### config.mk
export PLATFORM = sky130hd
export DESIGN_NAME = maxpool_2x2_stream
export DESIGN_NICKNAME = d
export VERILOG_FILES = /design/src/rtl/maxpool_2x2_stream.sv
export SDC_FILE = /design/constraint.sdc
export NUM_CORES = 1
export LEC_CHECK = 0
export CORE_MARGIN = 2
export CORE_UTILIZATION = 55
export DETAILED_ROUTE_END_ITERATION = 7
export HOLD_SLACK_MARGIN = 0.08
export PLACE_DENSITY = 0.77
export SKIP_CTS_REPAIR_TIMING = 1
export SYNTH_ARGS = -nofsm -noshare
export SYNTH_HDL_FRONTEND = slang
export SYNTH_SLANG_ARGS = --single-unit
export TNS_END_PERCENT = 5
### constraint.sdc
create_clock -name clk -period 6.1 [get_ports clk]
set_input_delay 1.22 -clock clk [delete_from_list [all_inputs] [get_ports clk]]
set_output_delay 1.22 -clock clk [all_outputs]
set_load 0.03 [all_outputs]
### src/rtl/maxpool_2x2_stream.sv
// 2x2 stride-2 max pooling over a raster-order unsigned pixel stream.
// Ports: clk; rst (async, active-low); hold (sync idle/clear);
//   in_valid/in_data (pixel in); out_valid/out_data (pooled pixel);
//   busy (frame in progress); done (all pooled pixels emitted).
module maxpool_2x2_stream #(
    parameter int DATA_W = 8,
    parameter int IMG_W  = 4,
    parameter int IMG_H  = 4
) (
    input  logic              clk,
    input  logic              rst,
    input  logic              hold,
    input  logic              in_valid,
    input  logic [DATA_W-1:0] in_data,
    output logic              out_valid,
    output logic [DATA_W-1:0] out_data,
    output logic              busy,
    output logic              done
);

    localparam int CW    = (IMG_W > 1) ? $clog2(IMG_W) : 1;
    localparam int RW    = (IMG_H > 1) ? $clog2(IMG_H) : 1;
    localparam int HW    = IMG_W / 2;
    localparam int BW    = (HW > 1) ? $clog2(HW) : 1;
    localparam int TOTAL = HW * (IMG_H / 2);
    localparam int OW    = $clog2(TOTAL + 1);

    typedef enum logic [1:0] {
        S_IDLE,
        S_RUN,
        S_DONE
    } state_e;

    state_e              state_q, state_d;
    logic [CW-1:0]       col_q, col_d;
    logic [RW-1:0]       row_q, row_d;
    logic [OW-1:0]       out_cnt_q, out_cnt_d;
    logic [DATA_W-1:0]   pair_q, pair_d;
    logic [DATA_W-1:0]   lbuf_q [HW];
    logic [DATA_W-1:0]   lbuf_d [HW];
    logic                out_valid_q, out_valid_d;
    logic [DATA_W-1:0]   out_data_q, out_data_d;

    logic [BW-1:0]       bidx;
    logic [DATA_W-1:0]   pair_max;
    logic [DATA_W-1:0]   top_max;
    logic [DATA_W-1:0]   win_max;

    // Window datapath: the line buffer slot holds the top-row pair max
    // for the window that the current odd column closes.
    always_comb begin
        bidx     = BW'(col_q >> 1);
        pair_max = (in_data > pair_q) ? in_data : pair_q;
        top_max  = lbuf_q[bidx];
        win_max  = (top_max > pair_max) ? top_max : pair_max;
    end

    always_comb begin
        state_d     = state_q;
        col_d       = col_q;
        row_d       = row_q;
        out_cnt_d   = out_cnt_q;
        pair_d      = pair_q;
        lbuf_d      = lbuf_q;
        out_valid_d = 1'b0;
        out_data_d  = out_data_q;

        unique case (state_q)
            S_IDLE: begin
                state_d = S_RUN;
            end
            S_RUN: begin
                if (in_valid) begin
                    if (col_q == CW'(IMG_W - 1)) begin
                        col_d = '0;
                        row_d = (row_q == RW'(IMG_H - 1)) ? '0
                                                           : row_q + 1'b1;
                    end else begin
                        col_d = col_q + 1'b1;
                    end

                    if (!col_q[0]) begin
                        pair_d = in_data;
                    end else if (!row_q[0]) begin
                        lbuf_d[bidx] = pair_max;
                    end else begin
                        out_valid_d = 1'b1;
                        out_data_d  = win_max;
                        out_cnt_d   = out_cnt_q + 1'b1;
                        if (out_cnt_q == OW'(TOTAL - 1)) begin
                            state_d = S_DONE;
                        end
                    end
                end
            end
            S_DONE: begin
                state_d = S_DONE;
            end
            default: begin
                state_d = S_IDLE;
            end
        endcase

        // hold wins over everything, discarding any partial frame.
        if (hold) begin
            state_d     = S_IDLE;
            col_d       = '0;
            row_d       = '0;
            out_cnt_d   = '0;
            pair_d      = '0;
            out_valid_d = 1'b0;
            out_data_d  = '0;
            for (int i = 0; i < HW; i++) begin
                lbuf_d[i] = '0;
            end
        end
    end

    always_ff @(posedge clk or negedge rst) begin
        if (!rst) begin
            state_q     <= S_IDLE;
            col_q       <= '0;
            row_q       <= '0;
            out_cnt_q   <= '0;
            pair_q      <= '0;
            out_valid_q <= 1'b0;
            out_data_q  <= '0;
            for (int i = 0; i < HW; i++) begin
                lbuf_q[i] <= '0;
            end
        end else begin
            state_q     <= state_d;
            col_q       <= col_d;
            row_q       <= row_d;
            out_cnt_q   <= out_cnt_d;
            pair_q      <= pair_d;
            out_valid_q <= out_valid_d;
            out_data_q  <= out_data_d;
            lbuf_q      <= lbuf_d;
        end
    end

    assign out_valid = out_valid_q;
    assign out_data  = out_data_q;
    assign busy      = (state_q == S_RUN);
    assign done      = (state_q == S_DONE);

endmodule
==> qor.txt <==
Status: completed
EDFF count, synth: 0
Fmax achieved: 214.6 MHz
WL final: 4.878 mm
Critical path type: input pin to flop
Routed vias: 1923
Final Max Tran Viols: 0
Die Wd: 71.08 µm
Total power: 0.0006823 W
Slew @ Worst Pin: 924.5 ps
Top_reg_cell synth: dfrtp_1
Root Buffer: clkbuf_8
Main combinational cell family by area after synthesis: simple AND/OR/NAND/NOR gates
Setup TNS Final: 0 ps
Final setup fails: 0
CP max stage delay: 480 ps
HPWL Detailed: 3.635 mm
DRC: 0
Yosys warning total: 0
Fin crit share: 76.39%
Initial antenna violation count: 0
Pre-Repair DR Iteration Count: 4
Area of the multi-input gates: 1295 µm²
Adder-cell share of the synthesized area: 11.63%
Global-route wire length before repair: 8.666 mm
CP startpoint kind: input pin
Synth Cell Area: 2475 µm²
FF-to-FF End: out_data[3]
Clk_lat worst skew: 300 ps
WP data arrival: 4880 ps
Placed Area: 2683 µm²
Core area: 4354 µm²
Max FO, Critical Path: 9
Final instance area: 2774 µm²
Worst hold path type: flop to flop
Clock-pin transition on the worst setup and hold timing paths: 80 ps
Vias in the first global route: 1839
Mux share of post-synthesis cell area: 7.887%
Die area: 5052 µm²
Hold path start: lbuf_q[14]
Slowest cell on the critical path: a2111o_1
Die H: 71.08 µm
FF-to-FF Start: pair_q[1]
R2r worst-path depth: 14
Critical path data required time: 6320 ps
Crit-path cells: clkdlybuf4s50_1 -> ha_1 -> nor2b_1 -> o211ai_1 -> a21oi_1 -> o22ai_4 -> mux2i_2 -> ha_1 -> nor2b_4 -> o211ai_2 -> a21oi_1 -> a2111o_1 -> a211o_1 -> o21ai_1
Number of max-cap violations: 0
Most frequent cells in the layout: nand2_1, dfrtp_1, o21ai_1, ha_1
Final hold viol count: 0
DRT antenna net count: 0
GRT Overall Usage: 21.75%
Compound-gate portion of the synthesized area: 14.46%
Setup Skew: 6.860 ps
R2R setup slack: 2450 ps
Layout cells sized above 1: 8.127%
CP endpoint: out_data[3]
Pwr dens: 246.0 nW/µm²
Crit path buf inv count: 1
Critical path's top delay family: compound AO/OA/AOI/OAI gates
Initial Util: 56.84%
Layout area overhead: 12.08%
Post-Syn Instances: 264
VDD IR-drop max: 0.1396 mV
Tmin final: 4660 ps
Commonest non-fill, non-tap cell in the layout: nand2_1
Synthesized Nets: 299
Sequential element share of the synthesized area: 42.47%
Filler Cell Count: 366
Async SR Flop Fraction: 100.0%
# rows: 24
Drt via density: 5.740
Worst slew margin: 38.37%
Post-Synth XOR/XNOR Area: 0.3539%
Simple-Gate Fraction of Synth Area: 18.00%
CTS tree: yes
Largest net degree at the start of global routing: 43
Syn avg cell area: 9.375 µm²
Ant diodes: 0
Leakage: 1.214 nW
RSZ-0062 raised after global routing: false
DRT iter0 DRCs: 134
Placed Cells: 327
Grt ovf: 0
Fin cells: 335
Crit path from: in_data[1]
Number of buffers inserted by port buffering: 22
Critical path depth: 14
Final nets: 317
Nature of the critical path endpoint: flop
Routed WL per cell: 14.56 µm
#FFs+latches synth: 42
H-tree depth: 2
Num CTS Buffers: 5
CTS sink cnt: 42
RePlAce Congestion: 0.8746
Sequential cell area: 1051 µm²
Synth unique cells: 39
I/O pin total: 23
Clk buf depth: 2
==> Yosys cell counts (2+ instances only) <==
cell type  instances  area [µm²]
o21ai_1           25       125.1
inv_1             12       45.04
mux2i_1            2       20.02
dfrtp_1           42        1051
a31oi_1            8       50.05
mux2_2             3       33.78
mux2i_2            7       96.34
clkbuf_1           5       18.77
nand3_1            2       10.01
buf_2              2       10.01
nand4_1            5       31.28
nand3b_1           4       30.03
mux2_1             4       45.04
nand2_1           49       183.9
a21oi_1           21       105.1
buf_6              2       22.52
nor2_1            17       63.81
nor3_1             3       15.01
ha_1              23       287.8
o21ai_0            2       10.01
nor3b_1            8       60.06
==> worst min-delay path by stage <==
stage / cells past startpoint / end
after floorplan: 2 / lbuf_q[10]
after global placement: 2 / lbuf_q[7]
after detailed placement: 2 / lbuf_q[14]
after CTS: 2 / lbuf_q[14]
after global routing: 2 / lbuf_q[8]
final: 2 / lbuf_q[14]
==> flip-flops by register name (all words and copies together) (netlist names) <==
register   flops
pair_q         8
out_cnt_q      3
lbuf_q        16
row_q          2
col_q          2
out_valid      1
out_data       8
state_q        2
==> layer usage <==
metal / GRT usage [%] / vias to the layer above / share of wire [%]
met3: 4.416 / 7 / 3.7
li1: - / 961 / -
met2: 34.06 / 42 / 48
met1: 30.06 / 913 / 47
met4: 8.176 / 0 / 1.4
met5: 0 / - / 0
==> tightest hold or removal path: stages (launching register included) <==
cell     delay [ps]
dfrtp_1         350
nand2_1          50
o21ai_1          60
==> power by group <==
part	internal [W]	total (W)	leakage, nW	switching, W
clock	0.0000913	0.000185	0.0482	0.0000935
combinational	0.0000745	0.000189	0.582	0.000114
sequential	0.000294	0.000309	0.583	0.0000146
total	0.000460	0.000682	1.21	0.000222
==> cell type report <==
class	instances	area share (%)
Sequential cell	42	37.89
Clock buffer	7	3.112
Clock inverter	1	0.1804
Multi-Input combinational cell	197	46.68
Inverter	13	1.759
Timing Repair Buffer	23	8.029
Tap cell	52	2.346
==> stage by stage <==
| step | utilization (%) | hold WS [ps] | setup slack [ps] |
|---|---|---|---|
| 6_report | 63.71 | 488.7 | 1440 |
| 5_1_grt | 63.71 | 515.3 | 1226 |
| 4_1_cts | 63.71 | 490.6 | 1423 |
| 3_5_place_dp | 61.61 | 472.3 | 1110 |
| 3_3_place_gp | 61.61 | 462.2 | 1239 |
| 2_1_floorplan | - | 448.5 | 1947 |
==> cells by family after synthesis <==
logic type      after synthesis
fa+ha+maj                    23
simple gates                 95
mux                          16
buf+inv                      25
compound gates               62
flops                        42
xor+xnor                      1
Note: power is estimated with default switching activity, not from simulation.
